===== src/rtl/sar_search_ctrl_if.sv =====
// Bus between the SAR search controller and its comparator/requester side.
// Carries start, comparator flags, trial operand and completion status.
interface sar_search_ctrl_if #(
    parameter int WIDTH = 8
);
    logic             start;
    logic             cmp_lt;
    logic             cmp_eq;
    logic [WIDTH-1:0] trial;
    logic             busy;
    logic             done;
    logic [WIDTH-1:0] result;

    modport master (
        output start, cmp_lt, cmp_eq,
        input  trial, busy, done, result
    );

    modport slave (
        input  start, cmp_lt, cmp_eq,
        output trial, busy, done, result
    );
endinterface


===== src/rtl/sar_search_ctrl.sv =====
// Successive-approximation search: converges MSB-first on the comparator's A operand.
// Optional macro SAR_EARLY_EXIT_EN: finish as soon as the comparator reports equality.
module sar_search_ctrl #(
    parameter int WIDTH   = 8,
    parameter int CMP_LAT = 0
) (
    input  logic               clk,
    input  logic               rst,
    sar_search_ctrl_if.slave   bus_if
);
    localparam int IDX_W = $clog2(WIDTH);

    localparam logic [1:0] ST_IDLE = 2'd0;
    localparam logic [1:0] ST_WAIT = 2'd1;
    localparam logic [1:0] ST_TEST = 2'd2;

    localparam logic [IDX_W-1:0] IDX_MSB    = IDX_W'(WIDTH - 1);
    localparam logic [1:0]       WAIT_LOAD  = (CMP_LAT > 0) ? 2'(CMP_LAT - 1) : 2'd0;
    localparam logic [1:0]       STEP_STATE = (CMP_LAT > 0) ? ST_WAIT : ST_TEST;

    logic [1:0]       state_q,  state_d;
    logic [WIDTH-1:0] trial_q,  trial_d;
    logic [WIDTH-1:0] result_q, result_d;
    logic [IDX_W-1:0] idx_q,    idx_d;
    logic [1:0]       cnt_q,    cnt_d;
    logic             busy_q,   busy_d;
    logic             done_q,   done_d;
    logic             hit_eq;

`ifdef SAR_EARLY_EXIT_EN
    // Lower bits of the trial are still zero, so an equal trial is already exact.
    assign hit_eq = bus_if.cmp_eq & ~bus_if.cmp_lt;
`else
    assign hit_eq = 1'b0;
`endif

    always_comb begin
        // NOTE: every next-state signal gets a default first so no path infers a latch.
        state_d  = state_q;
        trial_d  = trial_q;
        result_d = result_q;
        idx_d    = idx_q;
        cnt_d    = cnt_q;
        busy_d   = busy_q;
        done_d   = 1'b0;

        case (state_q)
            ST_IDLE: begin
                if (bus_if.start) begin
                    trial_d = {1'b1, {(WIDTH-1){1'b0}}};
                    idx_d   = IDX_MSB;
                    busy_d  = 1'b1;
                    cnt_d   = WAIT_LOAD;
                    state_d = STEP_STATE;
                end
            end
            ST_WAIT: begin
                if (cnt_q == 2'd0) state_d = ST_TEST;
                else               cnt_d   = cnt_q - 2'd1;
            end
            ST_TEST: begin
                if (bus_if.cmp_lt) trial_d[idx_q] = 1'b0;
                if (hit_eq || idx_q == '0) begin
                    result_d = trial_d;
                    busy_d   = 1'b0;
                    done_d   = 1'b1;
                    state_d  = ST_IDLE;
                end else begin
                    trial_d[idx_q - 1'b1] = 1'b1;
                    idx_d   = idx_q - 1'b1;
                    cnt_d   = WAIT_LOAD;
                    state_d = STEP_STATE;
                end
            end
            default: state_d = ST_IDLE;
        endcase
    end

    // NOTE: state registers use non-blocking assignments so all update on the same edge.
    always_ff @(posedge clk or posedge rst) begin
        if (rst) begin
            state_q  <= ST_IDLE;
            trial_q  <= '0;
            result_q <= '0;
            idx_q    <= IDX_MSB;
            cnt_q    <= 2'd0;
            busy_q   <= 1'b0;
            done_q   <= 1'b0;
        end else begin
            state_q  <= state_d;
            trial_q  <= trial_d;
            result_q <= result_d;
            idx_q    <= idx_d;
            cnt_q    <= cnt_d;
            busy_q   <= busy_d;
            done_q   <= done_d;
        end
    end

    assign bus_if.trial  = trial_q;
    assign bus_if.result = result_q;
    assign bus_if.busy   = busy_q;
    assign bus_if.done   = done_q;
endmodule

===== src/flat_wrapper.sv =====
// flat-port wrapper written by rule: the top's interface ports become plain ports
module sar_search_ctrl_flat 
#(
    parameter int WIDTH   = 8,
    parameter int CMP_LAT = 0
)
  (clk, rst, bus_if_start, bus_if_cmp_lt, bus_if_cmp_eq, bus_if_trial, bus_if_busy, bus_if_done, bus_if_result);
  sar_search_ctrl_if #(.WIDTH(WIDTH)) bus_if_i ();
  input  logic clk;
  input  logic rst;
  input wire logic [$bits(bus_if_i.start)-1:0] bus_if_start;
  input wire logic [$bits(bus_if_i.cmp_lt)-1:0] bus_if_cmp_lt;
  input wire logic [$bits(bus_if_i.cmp_eq)-1:0] bus_if_cmp_eq;
  output wire logic [$bits(bus_if_i.trial)-1:0] bus_if_trial;
  output wire logic [$bits(bus_if_i.busy)-1:0] bus_if_busy;
  output wire logic [$bits(bus_if_i.done)-1:0] bus_if_done;
  output wire logic [$bits(bus_if_i.result)-1:0] bus_if_result;
  assign bus_if_i.start = bus_if_start;
  assign bus_if_i.cmp_lt = bus_if_cmp_lt;
  assign bus_if_i.cmp_eq = bus_if_cmp_eq;
  assign bus_if_trial = bus_if_i.trial;
  assign bus_if_busy = bus_if_i.busy;
  assign bus_if_done = bus_if_i.done;
  assign bus_if_result = bus_if_i.result;
  sar_search_ctrl #(.WIDTH(WIDTH), .CMP_LAT(CMP_LAT)) u_core (.clk(clk), .rst(rst), .bus_if(bus_if_i));
endmodule

===== config.mk =====
export PLATFORM = sky130hd
export DESIGN_NAME = sar_search_ctrl_flat
export DESIGN_NICKNAME = d
export VERILOG_FILES = /design/src/rtl/sar_search_ctrl_if.sv /design/src/rtl/sar_search_ctrl.sv /design/src/flat_wrapper.sv
export SDC_FILE = /design/constraint.sdc
export NUM_CORES = 1
export LEC_CHECK = 0
export ABC_CLOCK_PERIOD_IN_PS = 5500
export CAP_MARGIN = 40
export CORE_MARGIN = 2
export CORE_UTILIZATION = 45
export DETAILED_ROUTE_END_ITERATION = 8
export PLACE_DENSITY = 0.72
export SETUP_SLACK_MARGIN = 0.4
export SYNTH_ARGS = -nofsm -noshare
export SYNTH_HDL_FRONTEND = slang
export SYNTH_SLANG_ARGS = --single-unit

===== constraint.sdc =====
create_clock -name clk -period 5.5 [get_ports clk]
set_clock_uncertainty 0.2 [all_clocks]
set_input_delay 1.375 -clock clk [delete_from_list [all_inputs] [get_ports clk]]
set_output_delay 1.375 -clock clk [all_outputs]
set_load 0.03 [all_outputs]

Word-level counts from Yosys, hierarchy flattened

Cells that the tools add are included.

Add/sub/neg operators: 2
Magnitude comparators: 4
Eq/ne operators: 7
Multiplexer cells: 25
Bitwise operators: 3
Reductions and logical operators: 13

Operators with widths:

| kind                                                               | number |
|---|---|
| two-way mux 8 bit                                                  | 4 |
| one-hot mux 8 bit (2 select lines)                                 | 1 |
| two-way mux 2 bit                                                  | 6 |
| one-hot mux 2 bit (3 select lines)                                 | 2 |
| AND 8 bit                                                          | 1 |
| < comparator 3 x 4 -> 1 bit (second input constant)                | 2 |
| NOT 8 bit                                                          | 1 |
| OR 8 bit                                                           | 1 |
| demux 1 bit (select 3 bit)                                         | 2 |
| greater-or-equal comparator 3 x 1 -> 1 bit (second input constant) | 2 |
| two-way mux 1 bit                                                  | 6 |
| two-way mux 3 bit                                                  | 2 |
| inequality test 2 bit (second input constant)                      | 3 |
| one-hot mux 3 bit (2 select lines)                                 | 1 |
| AND reduction 2 bit                                                | 3 |
| AND reduction 3 bit                                                | 2 |
| logical NOT 2 bit                                                  | 2 |
| inequality test 2 x 1 -> 1 bit (second input constant)             | 2 |
| AND reduction 4 bit                                                | 1 |
| logical NOT 3 bit                                                  | 1 |
| nonzero test 3 bit                                                 | 1 |
| subtractor 3 x 1 -> 3 bit (second input constant)                  | 1 |
| equality test 2 x 1 -> 1 bit (second input constant)               | 1 |
| equality test 2 bit (second input constant)                        | 1 |
| other kinds (4)                                                    | 5 |

Register bits after elaboration: 25
Bits of input ports: 5
Output and inout bits: 18
Word-level logic and storage cells: 61

Logic depth before layout (Yosys ltp)

Gate-level depths: netlist of the first run.

Depth in word-level cells: 11
Gate-level depth with buffers: 7
Depth with buffers taken out: 6

Worst setup path before layout of the first run

Ideal clock, no wire load.

Path kind: input-to-reg
From: in bus_if_cmp_lt
To: reg u_core.trial_q[0], in the netlist u_core.bus_if.trial[0]
Library setup time: 128 ps
Arrival: 1936 ps
Data required time: 5172 ps
Slack: 3236 ps
Stages on the path: 3
Path buffers: 0
Path through: or3b_4 o211ai_2 o21ai_1

Cells in the longest elaborated chain, start to end: 5

Ends and longest elaborated chain:

| what                                   | RTL line              | RTL |
|---|---|---|
| start: declaration                     | flat_wrapper.sv:12    | `input wire logic [$bits(bus_if_i.cmp_lt)-1:0] bus_if_cmp_lt;` |
| two-way mux 8 bit (*)                  | sar_search_ctrl.sv:62 | `if (bus_if.cmp_lt) trial_d[idx_q] = 1'b0;` |
| two-way mux 8 bit (*)                  | sar_search_ctrl.sv:47 | `case (state_q)` |
| OR 8 bit (no source line)              | -                     |  |
| two-way mux 8 bit (*)                  | sar_search_ctrl.sv:63 | `if (hit_eq \|\| idx_q == '0) begin` |
| one-hot mux 8 bit (2 select lines) (*) | sar_search_ctrl.sv:47 |  |
| end signal: assignment                 | sar_search_ctrl.sv:91 | `trial_q <= trial_d;` |
| end: declaration                       | sar_search_ctrl.sv:22 | `logic [WIDTH-1:0] trial_q, trial_d;` |

Every way passes the cells marked *; elsewhere a longest branch is shown, timed or not. The select of a mux whose other input is x is not followed.
A chain may end at the register's enable or synchronous reset.

Worst setup path in the final report of the first run

From: reg u_core.trial_q[0], in the netlist u_core.bus_if.trial[0]
To: out bus_if_trial[0]

RTL lines:

| what             | RTL line           | RTL |
|---|---|---|
| end: declaration | flat_wrapper.sv:14 | `output wire logic [$bits(bus_if_i.trial)-1:0] bus_if_trial;` |

No word-level cell between the ends.

==> flow_summary.yaml, run 1 <==
grt:
  grt_max_degree: 23
  antenna_found_initial: 0
  grt_pass1_vias: 787
  grt_usage: 0.1739
  globalRouteOverflowTotal: 0
  grt_pass1_wl_um: 3553
worst_setup_path:
  crit_family: "buffers and inverters"
  reg2reg_slack_ps: 3420
  r2r-end: "u_core.bus_if.trial[7]"
  critical_path_class: "flop to primary output"
  path_cells: "clkdlybuf4s50_1"
  rr_startpoint: "u_core.idx_q[0]"
  cp-start-kind: "flop"
  crit_path_max_incr_delay_ps: 690
  cp.arrival_ps: 1410
  crit_buf_inv: 1
  cp-end-kind: "primary output"
  slowest_stage: "clkdlybuf4s50_1"
  path_max_fanout: 3
  worst_r2r_path_depth: 5
  worstPathRequired_ps: 3920
logic_synthesis:
  synth_commonest_cells: "21 x nand2_1, 19 x dfrtp_1, 9 x o21ai_1"
  post-synth-top-area-cell: "dfrtp_1"
  synth.most_common_cell: "nand2_1"
  synthTopCellsByArea: "dfrtp_1 45%, dfstp_2 7.4%, nand2_1 7.4%"
  syn_inst: 104
  ys_types: 31
  synth_top_area_frac: 0.4455
  ys_ff_latch: 22
  syn-num-nets: 111
  synthFlopType: "dfrtp_1"
  yosysSeqAreaShare: 0.5193
  synth_area_mm2: 0.001067
  yosysWarnings: 0
  avgSynthCellArea_um2: 10.26
  synth-edff-count: 0
  async_reset_ff_frac: 1.000
detailed_routing:
  dr.pass1.iters: 4
  routed_wirelength_um: 2100
  routed.top_layer: "met4"
  routed_via_density: 5.671
  vias: 862
  drcViolationCount: 0
  dr_wl_met3_um: 114
  drt_iter0_markers: 11
  wl_met1_um: 1015
  final_antenna_net_count: 0
  wire_per_inst_um: 13.82
  dr_wl_met2_um: 930
power_and_ir_drop:
  leakage_nw: 0.5557
  pwr-share-clk: 0.092
  switchingPower_uw: 448.8
  p_seq_frac: 0.351
  p_per_area_mw_per_mm2: 742.8
  switching_share: 0.4652
  pwr-share-comb: 0.558
  power.internal_uw: 515.9
  vdd_drop_max_mv: 0.4842
placement:
  port_buffers: 21
  dp_hpwl_um: 1539
  place_area_mm2: 0.001262
  gp_congestion: 0.7980
die:
  start_util: 0.4779
  ios: 23
  die-area_mm2: 0.002777
  core_mm2: 0.002233
  die_height_um: 52.70
  fp.dieW_um: 52.70
  rows: 17
timing:
  finalSetupTns_ps: 0
  tightest_slew_ps: 810.8
  max-slew-margin-rel: 0.4589
  rsz0062_at_grt: "no"
  post-route-min-period_ps: 2989
  drv_slew: 0
  setup_viol: 0
  hold_viol: 0
  period_share: 0.5435
  fmax_ghz: 0.3346
hold_path:
  hold_end: "u_core.bus_if.result[5]"
  hold_depth: 2
  hp-class: "flop to flop"
  hold_start: "u_core.bus_if.result[5]"
final_layout:
  final_util: 0.5815
  syn_to_final_growth_pct: 21.69
  drive_above_1_share: 0.1048
  fin_nets: 132
  final_cell_area_mm2: 0.001299
  antennaDiodeCount: 0
clock_network:
  cts_resized: 0
  clock_path_buffers: 2
  cts_hold_buf: 0
  clock_sinks: 22
  cts_tree: "done"
  htreeDepth: 1
  clk_pin_slew_ps: 120
  numCtsBuffers: 3
  clk_latency_ps: 310
  cts_setup_buffers: 0
  clock-root-buffer: "clkbuf_4"
job:
  max_cap_viol_count: 0
status:
  status: "finished clean"
-- worst min-delay path, cell delays in order (launching register included) --
cell and delay, ps:
dfrtp_1 360, nand2_1 50, nand2_1 50
-- cells in the final DEF (no fill, tap or decap), drive strengths merged, types with 3 or more instances in the layout --
cell type | synthesis | layout
clkbuf | 0 | 4
clkdlybuf4s50 | 0 | 21
dfrtp | 19 | 19
dfstp | 3 | 3
inv | 4 | 4
nand2 | 21 | 21
nand2b | 6 | 6
nor2 | 3 | 3
nor3 | 3 | 3
o211ai | 5 | 5
o21ai | 10 | 10
o311ai | 4 | 4
o31ai | 4 | 4
-- power by group through the flow --
stage          sequential (mW)  combinational (mW)  clock [mW]
2_1_floorplan            0.431               0.284           0
3_3_place_gp             0.337               0.534           0
3_5_place_dp             0.341               0.540           0
4_1_cts                  0.338               0.541      0.0900
5_1_grt                  0.351               0.589      0.0958
6_report                 0.338               0.538      0.0883
-- registers in the layout, indices dropped and copies added, names as in the netlist --
name / cells
u_core.state_q: 1
u_core.idx_q: 3
u_core.bus_if.busy: 1
u_core.bus_if.result: 8
u_core.bus_if.trial: 8
u_core.bus_if.done: 1
-- final cells by class --
cell class / instances / area [µm²]
Clock buffer: 4 / 36.28
Fill cell: 205 / 934.6
Inverter: 4 / 15.01
Multi-Input combinational cell: 73 / 447.9
Sequential cell: 22 / 554.3
Tap cell: 28 / 35.03
Timing Repair Buffer: 21 / 210.2
-- metrics by stage --
step	cells	power, mW	setup WS (ps)	hold WS [ps]
2_1_floorplan	104	0.7152	3236	344.8
3_3_place_gp	148	0.8714	2621	257.3
3_5_place_dp	148	0.8805	2616	263.3
4_1_cts	152	0.9693	2509	291.9
5_1_grt	152	1.036	2467	333.9
6_report	152	0.9647	2511	284.4
-- layer usage --
metal  GRT usage  vias up
li1            -      412
met1      0.2356      408
met2      0.2708       35
met3     0.03714        7
met4     0.06410        0
met5           0        -
-- logic make-up (layout without fill, tap and decap cells) --
| kind of cell | after synthesis | count (layout) | share of synthesized area |
|---|---|---|---|
| buf+inv | 9 | 29 | 0.06096 |
| compound gates | 29 | 29 | 0.1852 |
| simple gates | 41 | 41 | 0.2028 |
| xor+xnor | 1 | 1 | 0.008208 |
| fa+ha+maj | 2 | 2 | 0.02344 |
| flops | 22 | 22 | 0.5194 |
-- worst max-delay path by stage --
stage	start	end	slack, ps	depth (start not counted)
2_1_floorplan	bus_if_cmp_lt	u_core.bus_if.trial[0]	3240	3
3_3_place_gp	bus_if_start	u_core.bus_if.trial[6]	2620	4
3_5_place_dp	bus_if_start	u_core.bus_if.trial[6]	2620	4
4_1_cts	u_core.bus_if.trial[0]	bus_if_trial[0]	2510	1
5_1_grt	u_core.bus_if.trial[7]	bus_if_trial[7]	2470	1
6_report	u_core.bus_if.trial[0]	bus_if_trial[0]	2510	1
Power figures use the tool's default switching activity.
==> run 2: changes to the inputs <==
Settings changed: ABC_CLOCK_PERIOD_IN_PS 5500 to 2600, CORE_UTILIZATION 45 to 44, PLACE_DENSITY 0.72 to 0.74.
Clock period 5.5 ns to 2.6 ns, I/O delays scaled along.
==> run 2 against run 1 <==
Compared with the run above:
- critical path depth increased by 4
- via count decreased by 0.70%
- worst setup slack worse by 2000 ps
- power grew 100%
- sequential power grew 110%
- first-iteration DRC count unchanged
- clock power is 110% higher
- non-clock buffer count increased by 1
- core utilization down 1.0 points
- highest routed layer unchanged
==> flow_summary.yaml, run 2 (synthesis results as in run 1) <==
detailed_routing:
  drcViolationCount: 0
  routed_via_density: 5.595
  routed_wirelength_um: 2188
  drt_iter0_markers: 11
  vias: 856
  dr.pass1.iters: 4
  wire_per_inst_um: 14.30
  final_antenna_net_count: 0
worst_setup_path:
  worstSetupEndpoint: "u_core.bus_if.trial[7]"
  cp-start-kind: "flop"
  worstPathRequired_ps: 2610
  cp.arrival_ps: 2120
  cp-startpoint: "u_core.idx_q[0]"
  path_max_fanout: 9
  rr_startpoint: "u_core.idx_q[0]"
  reg2reg_slack_ps: 490
  cp-end-kind: "flop"
  critical_path_class: "flop to flop"
  r2r-end: "u_core.bus_if.trial[7]"
  worst_r2r_path_depth: 5
timing:
  setup_slack_ps: 490.6
  fmax_ghz: 0.4741
  max-slew-margin-rel: 0.6566
  post-route-min-period_ps: 2109
  tightest_slew_ps: 515.2
  finalSetupTns_ps: 0
  rsz0062_at_grt: "no"
  whs_ps: 286.7
  hold_viol: 0
  period_share: 0.8113
  drv_slew: 0
  setup_viol: 0
grt:
  grt_max_degree: 23
  grt_usage: 0.1819
  grt_pass1_wl_um: 3650
  globalRouteOverflowTotal: 0
  antenna_found_initial: 0
  grt_pass1_vias: 792
clock_network:
  cts_setup_buffers: 0
  clk_pin_slew_ps: 120
  numCtsBuffers: 3
  cts_tree: "done"
  clock_path_buffers: 2
  cts_resized: 17
  htreeDepth: 1
  clock-root-buffer: "clkbuf_4"
  clk_latency_ps: 310
  cts_hold_buf: 0
  clock_sinks: 22
hold_path:
  hp-class: "flop to flop"
final_layout:
  final_common_cell: "nand2_1"
  syn_to_final_growth_pct: 20.63
  final_cell_area_mm2: 0.001287
  final_cell_mix: "21 x nand2_1, 19 x dfrtp_1, 17 x dlygate4sd2_1"
  fin_cells: 153
  antennaDiodeCount: 0
  drive_above_1_share: 0.1120
  fin_nets: 133
placement:
  place_ws_ps: 424.4
  port_buffers: 21
  dp_cells: 149
  dp_hpwl_um: 1604
  place_area_mm2: 0.001270
  gp_congestion: 0.8191
die:
  fp.dieW_um: 53.25
  ios: 23
  core_mm2: 0.002255
  rows: 17
  die-area_mm2: 0.002836
  start_util: 0.4734
  die_height_um: 53.25
power_and_ir_drop:
  p_seq_frac: 0.364
  switchingPower_uw: 955.7
  pwr-share-clk: 0.096
  leakage_nw: 0.6107
  switching_share: 0.4879
  vdd_drop_max_mv: 0.8149
  power.internal_mw: 1.003
  p_per_area_mw_per_mm2: 1521
  pwr-share-comb: 0.540
job:
  max_cap_viol_count: 0
status:
  status: "finished clean"
run 2: cell count changes in the layout (fill, tap and decap cells not counted), sizes merged:
cell,previous run,this run
buf,0,1
clkdlybuf4s50,21,3
dlygate4sd2,0,17
dlymetal6s2s,0,1
run 2: cell type report:
type | count | area [µm²]
timing repair buffer | 22 | 198.9
tap | 28 | 35.03
fill | 221 | 967.2
multi-input combinational | 73 | 447.9
sequential | 22 | 554.3
clock buffer | 4 | 36.28
inverter | 4 | 15.01
run 2: per-stage QoR:
step                power [mW]    util
floorplan                1.513       -
global placement         1.841  0.5633
detailed placement       1.876  0.5633
CTS                      1.975  0.5699
global route             2.109  0.5710
finish                   1.959  0.5710
run 2: worst min path at each step:
stage          depth (start not counted)  slack (ps)                     from                       to
4_1_cts                                2         290  u_core.bus_if.result[6]  u_core.bus_if.result[6]
3_5_place_dp                           2         270  u_core.bus_if.result[5]  u_core.bus_if.result[5]
6_report                               2         290  u_core.bus_if.result[5]  u_core.bus_if.result[5]
3_3_place_gp                           2         260  u_core.bus_if.result[4]  u_core.bus_if.result[4]
2_1_floorplan                          2         340          u_core.idx_q[2]          u_core.idx_q[2]
5_1_grt                                2         320  u_core.bus_if.result[6]  u_core.bus_if.result[6]
run 2: power groups by stage:
stage | combinational (mW) | sequential (mW) | clock (mW)
after CTS | 1.06 | 0.714 | 0.197
after global placement | 1.13 | 0.712 | 0
after detailed placement | 1.15 | 0.726 | 0
after floorplan | 0.601 | 0.912 | 0
after global routing | 1.16 | 0.739 | 0.209
final | 1.06 | 0.713 | 0.189
run 2: worst max-delay path: stages, from the launching register on:
cell and delay [ps]:
dfstp_2 640, inv_1 150, ha_1 300, nand2b_1 180
o21a_1 230, o311ai_1 300
run 2: metal layers:
metal | wire, µm | part of all wire | global-route usage
met5 | 0 | 0 | 0
met4 | 48 | 0.022 | 0.09402
met3 | 106 | 0.048 | 0.03390
met2 | 1044 | 0.48 | 0.3004
met1 | 988 | 0.45 | 0.2234
==> patch (flow settings as in run 1) <==
Take the reset off `result_q` and load it in a clocked block of its own.
--- a/src/rtl/sar_search_ctrl.sv
+++ b/src/rtl/sar_search_ctrl.sv
@@ -81,7 +81,6 @@
         if (rst) begin
             state_q  <= ST_IDLE;
             trial_q  <= '0;
-            result_q <= '0;
             idx_q    <= IDX_MSB;
             cnt_q    <= 2'd0;
             busy_q   <= 1'b0;
@@ -89,7 +88,6 @@
         end else begin
             state_q  <= state_d;
             trial_q  <= trial_d;
-            result_q <= result_d;
             idx_q    <= idx_d;
             cnt_q    <= cnt_d;
             busy_q   <= busy_d;
@@ -97,6 +95,10 @@
         end
     end
 
+    always_ff @(posedge clk) begin
+        result_q <= result_d;
+    end
+
     assign bus_if.trial  = trial_q;
     assign bus_if.result = result_q;
     assign bus_if.busy   = busy_q;
Function: differs if rst is asserted again (counterexample within 10 cycles, from zero or initial values and one cycle with rst high); with rst held inactive, the same outputs for 10 cycles.
==> patch against run 1 <==
Area after synthesis down 0.23%; sequential cell count unchanged; critical path depth unchanged; setup slack better by 0.045 ns; wire length down 3.8%; total power down 9.2%; design area up 0.38%; sequential share of layout area up 2.9 points; largest power group unchanged; highest routed layer unchanged.
==> patch: results (changes against run 1) <==
critPathCapture: "bus_if_trial[1]"
synth_edf_count: 8  # +8
setup_ws_ns: 2.556  # +0.04483 ns
yosysWarningCount: 0  # unchanged
grt_pass1_wl_mm: 3.387  # -4.7%
status: "completed"
r2r_cells: 4  # -1
crit_start: "u_core.bus_if.trial[1]"
worstPathArrival_ns: 1.37  # -0.04 ns
grt_max_degree: 18  # -22%
synth_cell_types: 35  # +13%
fill_cells: 200  # -2.4%
r2r_setup_slack_ns: 3.41  # about the same
seq_area_frac_synth_pct: 55.82  # +3.9 points
async_flop_share_pct: 63.64  # -36 points
p_per_area_nw_per_um2: 672.0  # -9.5%
final_cells: 146  # -3.9%
yosys-top-cells-count: "11 x dfrtp_1, 11 x inv_1, 8 x edfxtp_1, 6 x o21ai_0"
power_switching_uw: 389.1  # -13%
drive_gt1_share_pct: 7.627  # -2.9 points
wl_per_cell_um: 13.84  # +0.14%
grt_usage_pct: 16.74  # -0.65 points
num_vias: 801  # -7.1%
dp.final_hpwl_mm: 1.469  # -4.5%
ys_top_cells_by_area: "dfrtp_1 26%, edfxtp_1 23%, dfstp_2 7.4%"
reg2reg_from: "u_core.idx_q[1]"
leakage_uw: 0.0005004  # -9.9%
slew_viol_final: 0  # unchanged
drt_iter0_drc: 24  # +13
drtPass1Iterations: 4  # unchanged
dpl.cell_count: 142  # -4.1%
ir_drop_mv: 0.3920  # -19%
syn-num-nets: 105  # -5.4%
timing.rr.end: "u_core.bus_if.result[4]"
syn_area_per_cell_sq_um: 10.87  # +5.9%
gp_congestion: 0.8232  # +3.2%
relSlewSlack_pct: 63.74  # +18 points
clk_latency_ns: 0.29  # -0.02 ns
[patch: worst min-delay path by stage]
stage / slack [ns] / cells past startpoint / end / start
floorplan: 0.38 / 2 / u_core.state_q[1] / u_core.state_q[1]
finish: 0.35 / 2 / u_core.bus_if.busy / u_core.bus_if.busy
detailed placement: 0.33 / 2 / u_core.bus_if.busy / u_core.bus_if.busy
CTS: 0.35 / 2 / u_core.bus_if.busy / u_core.bus_if.busy
global placement: 0.32 / 2 / u_core.bus_if.busy / u_core.bus_if.busy
global route: 0.37 / 2 / u_core.bus_if.busy / u_core.bus_if.busy
[patch: power groups by stage]
| stage | Sequential, uW | Clock [uW] | Combinational (uW) |
|---|---|---|---|
| after detailed placement | 346 | 0 | 463 |
| after CTS | 342 | 73.5 | 465 |
| after global routing | 356 | 80.4 | 504 |
| after global placement | 343 | 0 | 454 |
| final | 343 | 72.1 | 461 |
| after floorplan | 392 | 0 | 269 |
[patch: final cells by class]
type                       instances  share of cell area, %
sequential                        22                  45.59
multi-input combinational         60                  30.42
timing repair buffer              21                  16.12
inverter                          11                  3.167
tap                               28                  2.687
clock buffer                       3                  1.727
clock inverter                     1                 0.2879
[patch: kinds of logic (layout without fill, tap and decap cells)]
logic type	count (synthesis)	after routing	synth area share, %
adders and majority gates	2	2	2.350
DFF	22	22	55.82
and+or+nand+nor	30	30	16.57
AOI/OAI and AO/OA	26	26	16.69
xor gates and xnor gates	2	2	1.645
buffers and inverters	16	36	6.933
[patch: routing by layer]
metal	routed length [um]	track usage, %	vias up
li1	-	-	397
met1	961	23.39	377
met2	946	27.29	25
met3	94	1.714	2
met4	17	5.128	0
met5	0	0	-
